==> config.mk <==
export PLATFORM = sky130hd
export DESIGN_NAME = execute_stage
export DESIGN_NICKNAME = d
export VERILOG_FILES = /design/src/rtl/riscv_pkg.sv /design/src/rtl/execute_stage_mul_iter.sv /design/src/rtl/execute_stage.sv
export SDC_FILE = /design/constraint.sdc
export NUM_CORES = 1
export LEC_CHECK = 0
export ABC_AREA = 1
export CORE_MARGIN = 2
export CORE_UTILIZATION = 34
export CTS_BUF_LIST = sky130_fd_sc_hd__clkbuf_4 sky130_fd_sc_hd__clkbuf_8 sky130_fd_sc_hd__clkbuf_16
export DETAILED_ROUTE_END_ITERATION = 12
export PLACE_DENSITY = 0.59
export SLEW_MARGIN = 0
export SYNTH_ARGS = -nofsm -noshare
export SYNTH_HDL_FRONTEND = slang
export SYNTH_SLANG_ARGS = --single-unit
==> constraint.sdc <==
create_clock -name clk -period 1.8 [get_ports clk]
set_clock_uncertainty 0.05 [all_clocks]
set_input_delay 0.36 -clock clk [delete_from_list [all_inputs] [get_ports clk]]
set_output_delay 0.36 -clock clk [all_outputs]
set_load 0.01 [all_outputs]
==> src/rtl/riscv_pkg.sv <==
// Shared definitions for the execute stage: ALU operation codes, stage FSM states
// and the iteration count of the shift-add multiplier.
package riscv_pkg;

   typedef enum logic [3:0] {
      ALU_AND  = 4'b0000,
      ALU_OR   = 4'b0001,
      ALU_ADD  = 4'b0010,
      ALU_XOR  = 4'b0011,
      ALU_SLL  = 4'b0100,
      ALU_SRL  = 4'b0101,
      ALU_SUB  = 4'b0110,
      ALU_SLT  = 4'b0111,
      ALU_SLTU = 4'b1000,
      ALU_SRA  = 4'b1001,
      ALU_MUL  = 4'b1010
   } alu_op_t;

   typedef enum logic {
      IDLE     = 1'b0,
      MUL_BUSY = 1'b1
   } state_t;

   localparam int MUL_STEPS = 32;

endpackage

==> src/rtl/execute_stage_mul_iter.sv <==
// Iterative shift-add multiplier (low 32 bits of the product), one partial
// product per step; only built when EXECUTE_MUL_EN is defined.
`ifdef EXECUTE_MUL_EN
module mul_iter
   import riscv_pkg::*;
(
   input  logic        clk,
   input  logic        reset,
   input  logic        start,
   input  logic        step,
   input  logic [31:0] a,
   input  logic [31:0] b,
   output logic        done,
   output logic [31:0] product
);

   localparam int CNT_W = $clog2(MUL_STEPS);

   logic [31:0]      acc;
   logic [31:0]      mcand;
   logic [31:0]      mplier;
   logic [31:0]      acc_next;
   logic [CNT_W-1:0] count;

   assign acc_next = acc + (mplier[0] ? mcand : 32'd0);

   // The final step's sum is handed out combinationally so the stage can load it
   // on the same edge that completes the last iteration.
   assign done    = step && (count == CNT_W'(MUL_STEPS - 1));
   assign product = acc_next;

   always_ff @(posedge clk or negedge reset) begin
      if (!reset) begin
         acc    <= '0;
         mcand  <= '0;
         mplier <= '0;
         count  <= '0;
      end else if (start) begin
         acc    <= '0;
         mcand  <= a;
         mplier <= b;
         count  <= '0;
      end else if (step) begin
         acc    <= acc_next;
         mcand  <= mcand << 1;
         mplier <= mplier >> 1;
         count  <= count + 1'b1;
      end
   end

endmodule
`endif

==> src/rtl/execute_stage.sv <==
// Execute stage: inline ALU with a one-entry output register; MUL goes through
// the iterative multiplier when EXECUTE_MUL_EN is defined.
module execute_stage
   import riscv_pkg::*;
(
   input  logic        clk,
   input  logic        reset,
   input  logic        flush,
   input  logic        in_valid,
   output logic        in_ready,
   input  logic [31:0] rd1,
   input  logic [31:0] rd2,
   input  logic [31:0] imm,
   input  logic        alu_src,
   input  logic [3:0]  alu_control,
   input  logic [4:0]  rd,
   input  logic        reg_write,
   output logic        out_valid,
   input  logic        out_ready,
   output logic [31:0] result,
   output logic [4:0]  out_rd,
   output logic        out_reg_write,
   output logic        zero,
   output logic        busy,
   output logic        state_dbg
);

   // Handshake: a transfer happens on a rising edge where valid && ready; a
   // producer holds valid and its payload steady until that edge.

   state_t      state, state_next;
   logic        accept;
   logic        is_mul;
   logic        mul_done;
   logic [31:0] mul_product;
   logic [31:0] op_b;
   logic [31:0] alu_result;
   logic [4:0]  pend_rd;
   logic        pend_reg_write;

   assign op_b   = alu_src ? imm : rd2;
   assign accept = in_valid && in_ready;

   always_comb begin
      alu_result = '0;
      case (alu_control)
         ALU_AND:  alu_result = rd1 & op_b;
         ALU_OR:   alu_result = rd1 | op_b;
         ALU_ADD:  alu_result = rd1 + op_b;
         ALU_XOR:  alu_result = rd1 ^ op_b;
         ALU_SLL:  alu_result = rd1 << op_b[4:0];
         ALU_SRL:  alu_result = rd1 >> op_b[4:0];
         ALU_SUB:  alu_result = rd1 - op_b;
         ALU_SLT:  alu_result = {31'd0, $signed(rd1) < $signed(op_b)};
         ALU_SLTU: alu_result = {31'd0, rd1 < op_b};
         ALU_SRA:  alu_result = $unsigned($signed(rd1) >>> op_b[4:0]);
         default:  alu_result = '0;
      endcase
   end

`ifdef EXECUTE_MUL_EN
   assign is_mul = (alu_control == ALU_MUL);

   mul_iter u_mul_iter (
      .clk     (clk),
      .reset   (reset),
      .start   (accept && is_mul),
      .step    (state == MUL_BUSY),
      .a       (rd1),
      .b       (op_b),
      .done    (mul_done),
      .product (mul_product)
   );

   // Destination of the multiply in flight, released with its product.
   always_ff @(posedge clk or negedge reset) begin
      if (!reset) begin
         pend_rd        <= '0;
         pend_reg_write <= 1'b0;
      end else if (accept && is_mul) begin
         pend_rd        <= rd;
         pend_reg_write <= reg_write;
      end
   end
`else
   assign is_mul         = 1'b0;
   assign mul_done       = 1'b0;
   assign mul_product    = '0;
   assign pend_rd        = '0;
   assign pend_reg_write = 1'b0;
`endif

   always_ff @(posedge clk or negedge reset) begin
      if (!reset) state <= IDLE;
      else        state <= state_next;
   end

   always_comb begin
      state_next = state;
      case (state)
         IDLE:     if (accept && is_mul) state_next = MUL_BUSY;
         MUL_BUSY: if (mul_done)         state_next = IDLE;
         default:  state_next = IDLE;
      endcase
      if (flush) state_next = IDLE;
   end

   always_comb begin
`ifdef EXECUTE_MUL_EN
      busy = (state == MUL_BUSY);
`else
      busy = 1'b0;
`endif
      in_ready  = (state == IDLE) && (!out_valid || out_ready) && !flush;
      state_dbg = state;
   end

   // A load wins over a drain, so a completing result can replace one leaving.
   always_ff @(posedge clk or negedge reset) begin
      if (!reset) begin
         out_valid     <= 1'b0;
         result        <= '0;
         out_rd        <= '0;
         out_reg_write <= 1'b0;
         zero          <= 1'b1;
      end else if (flush) begin
         out_valid <= 1'b0;
      end else if (mul_done) begin
         out_valid     <= 1'b1;
         result        <= mul_product;
         out_rd        <= pend_rd;
         out_reg_write <= pend_reg_write;
         zero          <= (mul_product == 32'd0);
      end else if (accept && !is_mul) begin
         out_valid     <= 1'b1;
         result        <= alu_result;
         out_rd        <= rd;
         out_reg_write <= reg_write;
         zero          <= (alu_result == 32'd0);
      end else if (out_valid && out_ready) begin
         out_valid <= 1'b0;
      end
   end

endmodule

Word-level counts from Yosys, hierarchy flattened
Index checks and enable logic that the tools add are counted.

operators by class
  add/subtract/negate cells = 2
  magnitude comparators = 2
  equal/unequal tests = 9
  shift-type cells = 3
  muxes and demuxes = 7
  bitwise gates (word level) = 5
  reduce and logical (&&, ||, !) cells = 11

operators with widths
  operator            count
  $pmux 32 s10        1
  $lt 32x32->1        2
  $add 32x32->32      1
  $and 32x32->32      1
  $logic_not 32->1    1
  $mux 32             1
  $or 32x32->32       1
  $shl 32x5->32       1
  $shr 32x5->32       1
  $sshr 32x5->32      1
  $sub 32x32->32      1
  $xor 32x32->32      1
  $eq 4x3->1 const B  4
  $eq 4x2->1 const B  2
  $eq 4x4->1 const B  2
  $eq 4x1->1 const B  1
  $logic_and 1x1->1   4
  $logic_not 4->1     1
  $mux 1              4
  $reduce_bool 3->1   1
  $logic_not 1->1     2
  $not 1->1           2
  $pmux 1 s2          1
  $reduce_and 2->1    1
  $logic_or 1x1->1    1

word-level totals
  register bits after elaboration = 41
  output and inout bits = 43
  word-level logic and storage cells = 45

Logic depth before layout (Yosys ltp)
Gate-level depths: netlist of run 1.

  word-level depth = 7
  depth in mapped cells = 28
  depth with buffers taken out = 25

Worst setup path before layout of run 1
Ideal clock, no wire load.

  path type = input-to-reg
  start point = input alu_src
  end point = register zero
  data arrival time = 3.076 ns
  path slack = -1.387 ns
  stages = 23
  buffers on the path = 4
  path through = buf_6 > inv_6 > buf_6 > clkbuf_1 > or2_2 > o21ai_0 > ha_1 > clkbuf_1 > nor2_1 > inv_1 > nor3_1 > nand2_1 > nor3_1 > nand2_1 > a21oi_1 > nor2_1 > nor2_1 > nand2_1 > nor2_1 > nand3_1 > nor2_1 > nand3_1 > nand2_1

on the way
  cells in the longest elaborated chain, start to end = 4
  elaborated cells between the ends (all ways) = 13

RTL lines
  what                                          line                  source
  from (decl)                                   execute_stage.sv:14   input logic alu_src,
  $mux 32 (*)                                   execute_stage.sv:41   assign op_b = alu_src ? imm : rd2;
  $sub 32x32->32, or another cell as far along  execute_stage.sv:53   ALU_SUB: alu_result = rd1 - op_b;
  $pmux 32 s10 (*)                              execute_stage.sv:46   case (alu_control)
  $logic_not 32->1 (*)                          execute_stage.sv:139  zero <= (alu_result == 32'd0);
  to (signal assigned)                          execute_stage.sv:133  zero <= (mul_product == 32'd0);
  to (signal assigned)                          execute_stage.sv:139
  to (decl)                                     execute_stage.sv:23   output logic zero,

Every way passes the cells marked *; elsewhere a longest branch is shown, timed or not.
A chain may end at the register's enable or synchronous reset.

Final worst setup path of run 1
Ends and elaborated chain as after synthesis.

==> results of run 1 <==
[sequential cells by signal (all words and copies together) (netlist names)]
| register | cells |
|---|---|
| out_valid | 1 |
| out_rd | 5 |
| zero | 1 |
| out_reg_write | 1 |
| result | 32 |
[stage by stage]
| step | power [mW] | setup TNS (ps) | instances | hold WS, ps | worst slack (ps) |
|---|---|---|---|---|---|
| finish | 11.25 | -34480 | 3526 | 413.6 | -1418 |
| detailed placement | 8.151 | -55280 | 3408 | 154.4 | -2238 |
| global placement | 8.105 | -54330 | 3408 | 150.9 | -2321 |
| global route | 11.77 | -37060 | 3525 | 429.5 | -1488 |
| CTS | 10.47 | -30420 | 3493 | 391.1 | -1192 |
| floorplan | 4.490 | -24750 | 2253 | 14.41 | -1122 |
[path summary, 6_finish.rpt]
kind / startpoint / end
worst max register to register: out_valid / zero
worst max-delay path: alu_src / zero
worst min register to register: result[26] / result[26]
min in group clk: result[26] / result[26]
max in group asynchronous: reset / zero
worst min-delay path: reset / out_rd[0]
[power groups by stage]
stage          combinational, mW  clock, mW  sequential, mW
2_1_floorplan               3.29          0            1.20
3_3_place_gp                6.97          0            1.14
3_5_place_dp                7.01          0            1.14
4_1_cts                     8.30       1.04            1.13
5_1_grt                     9.55       1.08            1.14
6_report                    9.09       1.03            1.13
[cells in the final DEF (no fill, tap or decap), types with 35 or more instances in the layout]
cell             count
buf_4              657
nand2_1            517
nand3_1            403
inv_1              186
clkdlybuf4s50_1    119
nand2_2            116
nor2_1              98
buf_6               66
inv_2               59
a21oi_1             58
nand3_2             54
nor2_4              53
nand2_4             52
nor2_2              47
ha_1                47
dfrtp_1             39
ha_4                35
[kinds of logic after synthesis]
logic type                 after synthesis
DFF                                     40
buffers and inverters                  364
adders and majority gates              101
AOI/OAI and AO/OA                      305
and+or+nand+nor                       1439
other                                    1
xor gates and xnor gates                 2
[final cells by class]
| class | instances | area [um^2] | area share |
|---|---|---|---|
| Clock inverter | 3 | 46.29 | 0.002002 |
| Tap cell | 455 | 569.3 | 0.02462 |
| Clock buffer | 5 | 125.1 | 0.005411 |
| Antenna cell | 3 | 7.507 | 0.0003247 |
| Multi-Input combinational cell | 1849 | 12510 | 0.5408 |
| Inverter | 262 | 1032 | 0.04464 |
| Timing Repair Buffer | 909 | 7835 | 0.3388 |
| Sequential cell | 40 | 1002 | 0.04334 |
[repair_timing]
action | CTS | global route
endpoints found under the hold margin | 6 | 0
pin swaps | 197 | 109
buffers inserted | 79 | 30
setup endpoints to repair | 34 | 34
gates cloned | 2 | 1
resized for setup | 598 | 192
hold buffers | 1 | 0
[critical path: stages]
cell and delay, ps:
buf_12 120, buf_12 140, buf_6 110, buf_6 110
o21ai_4 200, buf_4 140, ha_1 250, inv_1 100
nand2_2 100, nand2_1 80, nand2_2 90, inv_1 60
nand2_2 80, buf_6 100, nand2_4 60, nand2_2 70
buf_6 120, nand2_4 60, nand3_2 80, nand4_1 160
nor2_4 190, nand2_1 70, nor2_1 130, nand3_1 100
nor2_1 120, nand3_1 90, nand2_1 70
[metal layers]
layer	global-route usage	vias up	routed length [um]
met1	0.5460	9363	32310
met5	0	-	18
met4	0.2496	2	6209
met2	0.6624	1135	35080
met3	0.05208	274	6828
li1	-	9062	-
==> qor.txt, run 1 <==
Detailed Routing Iterations Pass 1 = 6
Sequential Power Share = 0.101
Tmin final = 3218 ps
CTS Buf Count = 5
First DRT Iteration DRCs = 2116
die width = 190.3 um
fin area = 0.02312 mm^2
Tot GR Track Use = 0.4192
clock network latency to the later pin of the worst-skew pair = 280 ps
Slew Viols, Final = 0
min-delay worst type = in2async
leakage = 11.45 nW
DP Area = 0.01909 mm^2
kind of critical path = in2reg
clock share of power = 0.091
Die Y = 190.3 um
fin nets = 3280
Yosys top cell by area = nand2_1
fraction of layout cells with a size suffix above 1 = 0.4576
Via Count = 19836
multiplexer area fraction after synthesis = 0
clock sink count = 40
count of endpoints failing hold in the final timing report = 0
# DRC = 0
cell-internal power = 5.824 mW
GPL Wtd Cong = 1.088
Starting Density = 0.3433
adder-cell share of the synthesized area = 0.1084
Psw = 5.424 mW
failing checks = negative setup slack
Clock Root Buffer = clkbuf_16
I/O Buffers = 152
Final Cycle Share = 1.788
Top FF cell, synth = dfrtp_1
GR Overflow Total = 0
Simple-Gate Fraction of Synth Area = 0.5324
post-synthesis instance area = 0.01180 mm^2
synth top area cells = nand2_1 (21%), nand3_1 (20%), ha_1 (10%)
largest family of logic cells by synthesized area = simple AND/OR/NAND/NOR gates
Max H-tree Level = 2
TritonCTS clock tree = built
outcome = finished with violations
Fill cells = 3004
total die area = 0.03621 mm^2
post-synthesis compound-gate area fraction = 0.1433
Peak VDD IR = 0.4693 mV
Net Sw Frac = 0.4822
critical path required time = 1980 ps
r2r setup slk = 160 ps
Yosys cell types = 47
synth cell count leaders = nand2_1 (674), nand3_1 (473), inv_1 (253)
number of synthesized flops with an enable pin = 0
max_cap viols = 0
ys async rst share = 1.000
area delta synth->final = 95.98%
fmax = 310.7 MHz
FF-to-FF path depth = 11
vias in the first global route = 18829
first-pass GRT wire length = 114600 um
Vias/cell = 5.626
maximum number of pins on one net before global-route repair = 49
Cells after Synth = 2252
Worst-path clk slew = 60 ps
detailed placer's ending HPWL = 62180 um
Core Rows = 68
Post-Syn Area per Cell = 5.239 um^2
RSZ-0062 raised after global routing = yes
initial antenna violation count = 4
Worst setup EP type = flop
most frequent cell after synthesis = nand2_1
Final setup viols = 33
CP Max Fanout = 6
Final WS setup = -1418 ps
routed len/inst = 22.82 um
sequential element share of the synthesized area = 0.08494
Setup crit start kind = input pin
XOR/XNOR share of the synthesized area = 0.001485
Synth Register Bits = 40
synth warn = 0
combinational power share = 0.808
WP data arrival = 3400 ps
Power Density = 486.4 mW/mm^2
Core Util, Final = 0.6727
clk buf depth = 2
ANT nets after route = 0
I/O pin count = 155
core area = 0.03437 mm^2
Routed WL = 80450 um
top cell type's share of synthesized area = 0.2144
No activity file was read; power rests on OpenSTA's default activity.
==> run 2, diff against run 1 <==
--- a/config.mk
+++ b/config.mk
@@ -10,6 +10,7 @@
 export CORE_UTILIZATION = 34
 export CTS_BUF_LIST = sky130_fd_sc_hd__clkbuf_4 sky130_fd_sc_hd__clkbuf_8 sky130_fd_sc_hd__clkbuf_16
 export DETAILED_ROUTE_END_ITERATION = 12
+export MAX_ROUTING_LAYER = met4
 export PLACE_DENSITY = 0.59
 export SLEW_MARGIN = 0
 export SYNTH_ARGS = -nofsm -noshare
==> run 2 against run 1 <==
  * Non-clock buffer count down 13
  * Via count is 0.25% lower
  * Critical path type unchanged
  * Die area unchanged
  * Setup slack better by 170 ps
  * Cell count is 0.45% lower
  * Final area grew 1.2%
  * Fmax rose by 5.5%
  * Register-to-register slack gained 40 ps
  * Largest power group unchanged
  * Utilization increased by 0.80 points
  * Clock power rose by 9.7%
  * Sequential power about the same
  * The flow still finishes with violations (negative setup slack)
==> qor.txt, run 2 (same netlist as run 1, synthesis figures left out) <==
max reg flops = 32
DP Area = 0.01909 mm^2
Core Rows = 68
Pwr Total = 11.52 mW
placed cell count = 3401
Worst-Margin Slew = 548.5 ps
CP Max Fanout = 7
I/O Buffers = 152
first-pass GRT wire length = 116100 um
worst path buffer plus inverter count = 7
vias in the first global route = 19081
Die Y = 190.3 um
Final setup viols = 33
critical path depth = 22
ANT nets after route = 0
min-delay worst type = in2async
CP dominant cell by count = nand3_1
kind of critical path = in2reg
Worst-path clk slew = 60 ps
Starting Density = 0.3433
FF-to-FF path depth = 11
I/O pin count = 155
slowest cell on the critical path = or2_4
initial antenna violation count = 0
commonest non-fill, non-tap cell in the layout = buf_4
WP data arrival = 3220 ps
count of endpoints failing hold in the final timing report = 0
clock sink count = 40
routed len/inst = 22.95 um
clock network latency to the later pin of the worst-skew pair = 270 ps
core area = 0.03437 mm^2
Final WS setup = -1251 ps
Biggest register = result
cell family with most CP delay = simple AND/OR/NAND/NOR gates
Tmin final = 3051 ps
First DRT Iteration DRCs = 2239
Power Density = 492.5 mW/mm^2
fin area = 0.02340 mm^2
Max stage delay on crit path = 260 ps
r2r setup slk = 200 ps
critical path required time = 1970 ps
fin nets = 3268
Routed WL = 80540 um
TritonCTS clock tree = built
Clock Root Buffer = clkbuf_16
cell chain of the critical path = buf_16 -> inv_8 -> or2_4 -> o21ai_4 -> buf_6 -> inv_1 -> ha_1 -> inv_1 -> nand2_1 -> a21oi_4 -> buf_6 -> nand3_4 -> nand2_2 -> buf_4 -> nand3_1 -> nand3_1 -> nand4_1 -> nor2_2 -> nand3_2 -> nor2_1 -> nand3_1 -> nand2_1
Final Cycle Share = 1.695
CTS Buf Count = 5
Max H-tree Level = 2
critical path startpoint = alu_src
RSZ-0062 raised after global routing = yes
die width = 190.3 um
GR Overflow Total = 0
maximum number of pins on one net before global-route repair = 49
Peak VDD IR = 0.6257 mV
FF-to-FF Start = out_valid
Via Count = 19787
detailed placer's ending HPWL = 63080 um
area delta synth->final = 98.31%
leakage = 11.55 nW
pre-CTS setup slack = -2150 ps
clk buf depth = 2
most frequent cells in the layout = buf_4 (609), nand2_1 (517), nand3_1 (399), inv_1 (179), nand2_2 (123)
max_cap viols = 0
Setup crit start kind = input pin
Slew HR = 0.6327
# DRC = 0
total die area = 0.03621 mm^2
failing checks = negative setup slack
GPL Wtd Cong = 1.140
Tot GR Track Use = 0.4377
Vias/cell = 5.637
fraction of layout cells with a size suffix above 1 = 0.4694
largest registers = result x32, out_rd x5
Worst setup EP type = flop
outcome = finished with violations
n_diodes = 0
Final Instance Count excl. Fillers = 3510
Slew Viols, Final = 0
Detailed Routing Iterations Pass 1 = 5
fmax = 327.8 MHz
## run 2: cell types whose count changed in the layout (fill, tap and decap cells not counted), moves of 8 or more
cell             delta
nand2_4             -8
nor2_2              +8
clkdlybuf4s50_1    -11
buf_12              +9
nor2_1             -21
buf_6              +28
nor2_4             +13
buf_4              -48
dlymetal6s2s_1      +8
nand3_2             +9
## run 2: layout make-up
class | instances | area (um^2)
well taps | 455 | 569.3
fillers | 3019 | 10970
clock buffers | 5 | 125.1
repair buffers | 896 | 7939
inverters | 262 | 1039
flip-flops and latches | 40 | 1002
repair inverters | 1 | 11.26
clock inverters | 2 | 60.06
multi-input cells | 1849 | 12650
## run 2: final timing paths
kind / endpoint
max in group asynchronous: out_rd[2]
worst max register to register: zero
worst max-delay path: zero
worst min-delay path: result[28]
worst min register to register: result[19]
min in group clk: result[19]
## run 2: where the power goes
| part | leakage (nW) | switching [mW] | internal (mW) | total, mW |
|---|---|---|---|---|
| clock network | 0.0899 | 0.346 | 0.786 | 1.13 |
| registers | 0.514 | 0.0900 | 1.04 | 1.13 |
| logic | 10.9 | 5.07 | 4.18 | 9.26 |
| total | 11.6 | 5.51 | 6.02 | 11.5 |
## run 2: repair_timing
action	CTS	global route
setup endpoints to repair	34	37
gates cloned	3	1
resized for setup	676	218
pin swaps	222	113
hold buffers	1	0
buffers inserted	74	27
endpoints found under the hold margin	8	0
## run 2: routing by layer
| layer | track usage | wire (um) | part of all wire |
|---|---|---|---|
| met4 | 0.2260 | 5754 | 0.071 |
| met1 | 0.5528 | 32240 | 0.40 |
| met3 | 0.06312 | 7459 | 0.093 |
| met2 | 0.6782 | 35080 | 0.44 |
| met5 | - | 0 | 0 |
## run 2: stage by stage
| stage | util | setup TNS, ps | hold slack [ps] |
|---|---|---|---|
| after detailed placement | 0.5553 | -53470 | 199.9 |
| final | 0.6807 | -31940 | 428.2 |
| after floorplan | - | -24750 | 14.41 |
| after global placement | 0.5553 | -52170 | 196.9 |
| after global routing | 0.6807 | -35270 | 442.1 |
| after CTS | 0.6500 | -29440 | 430.7 |
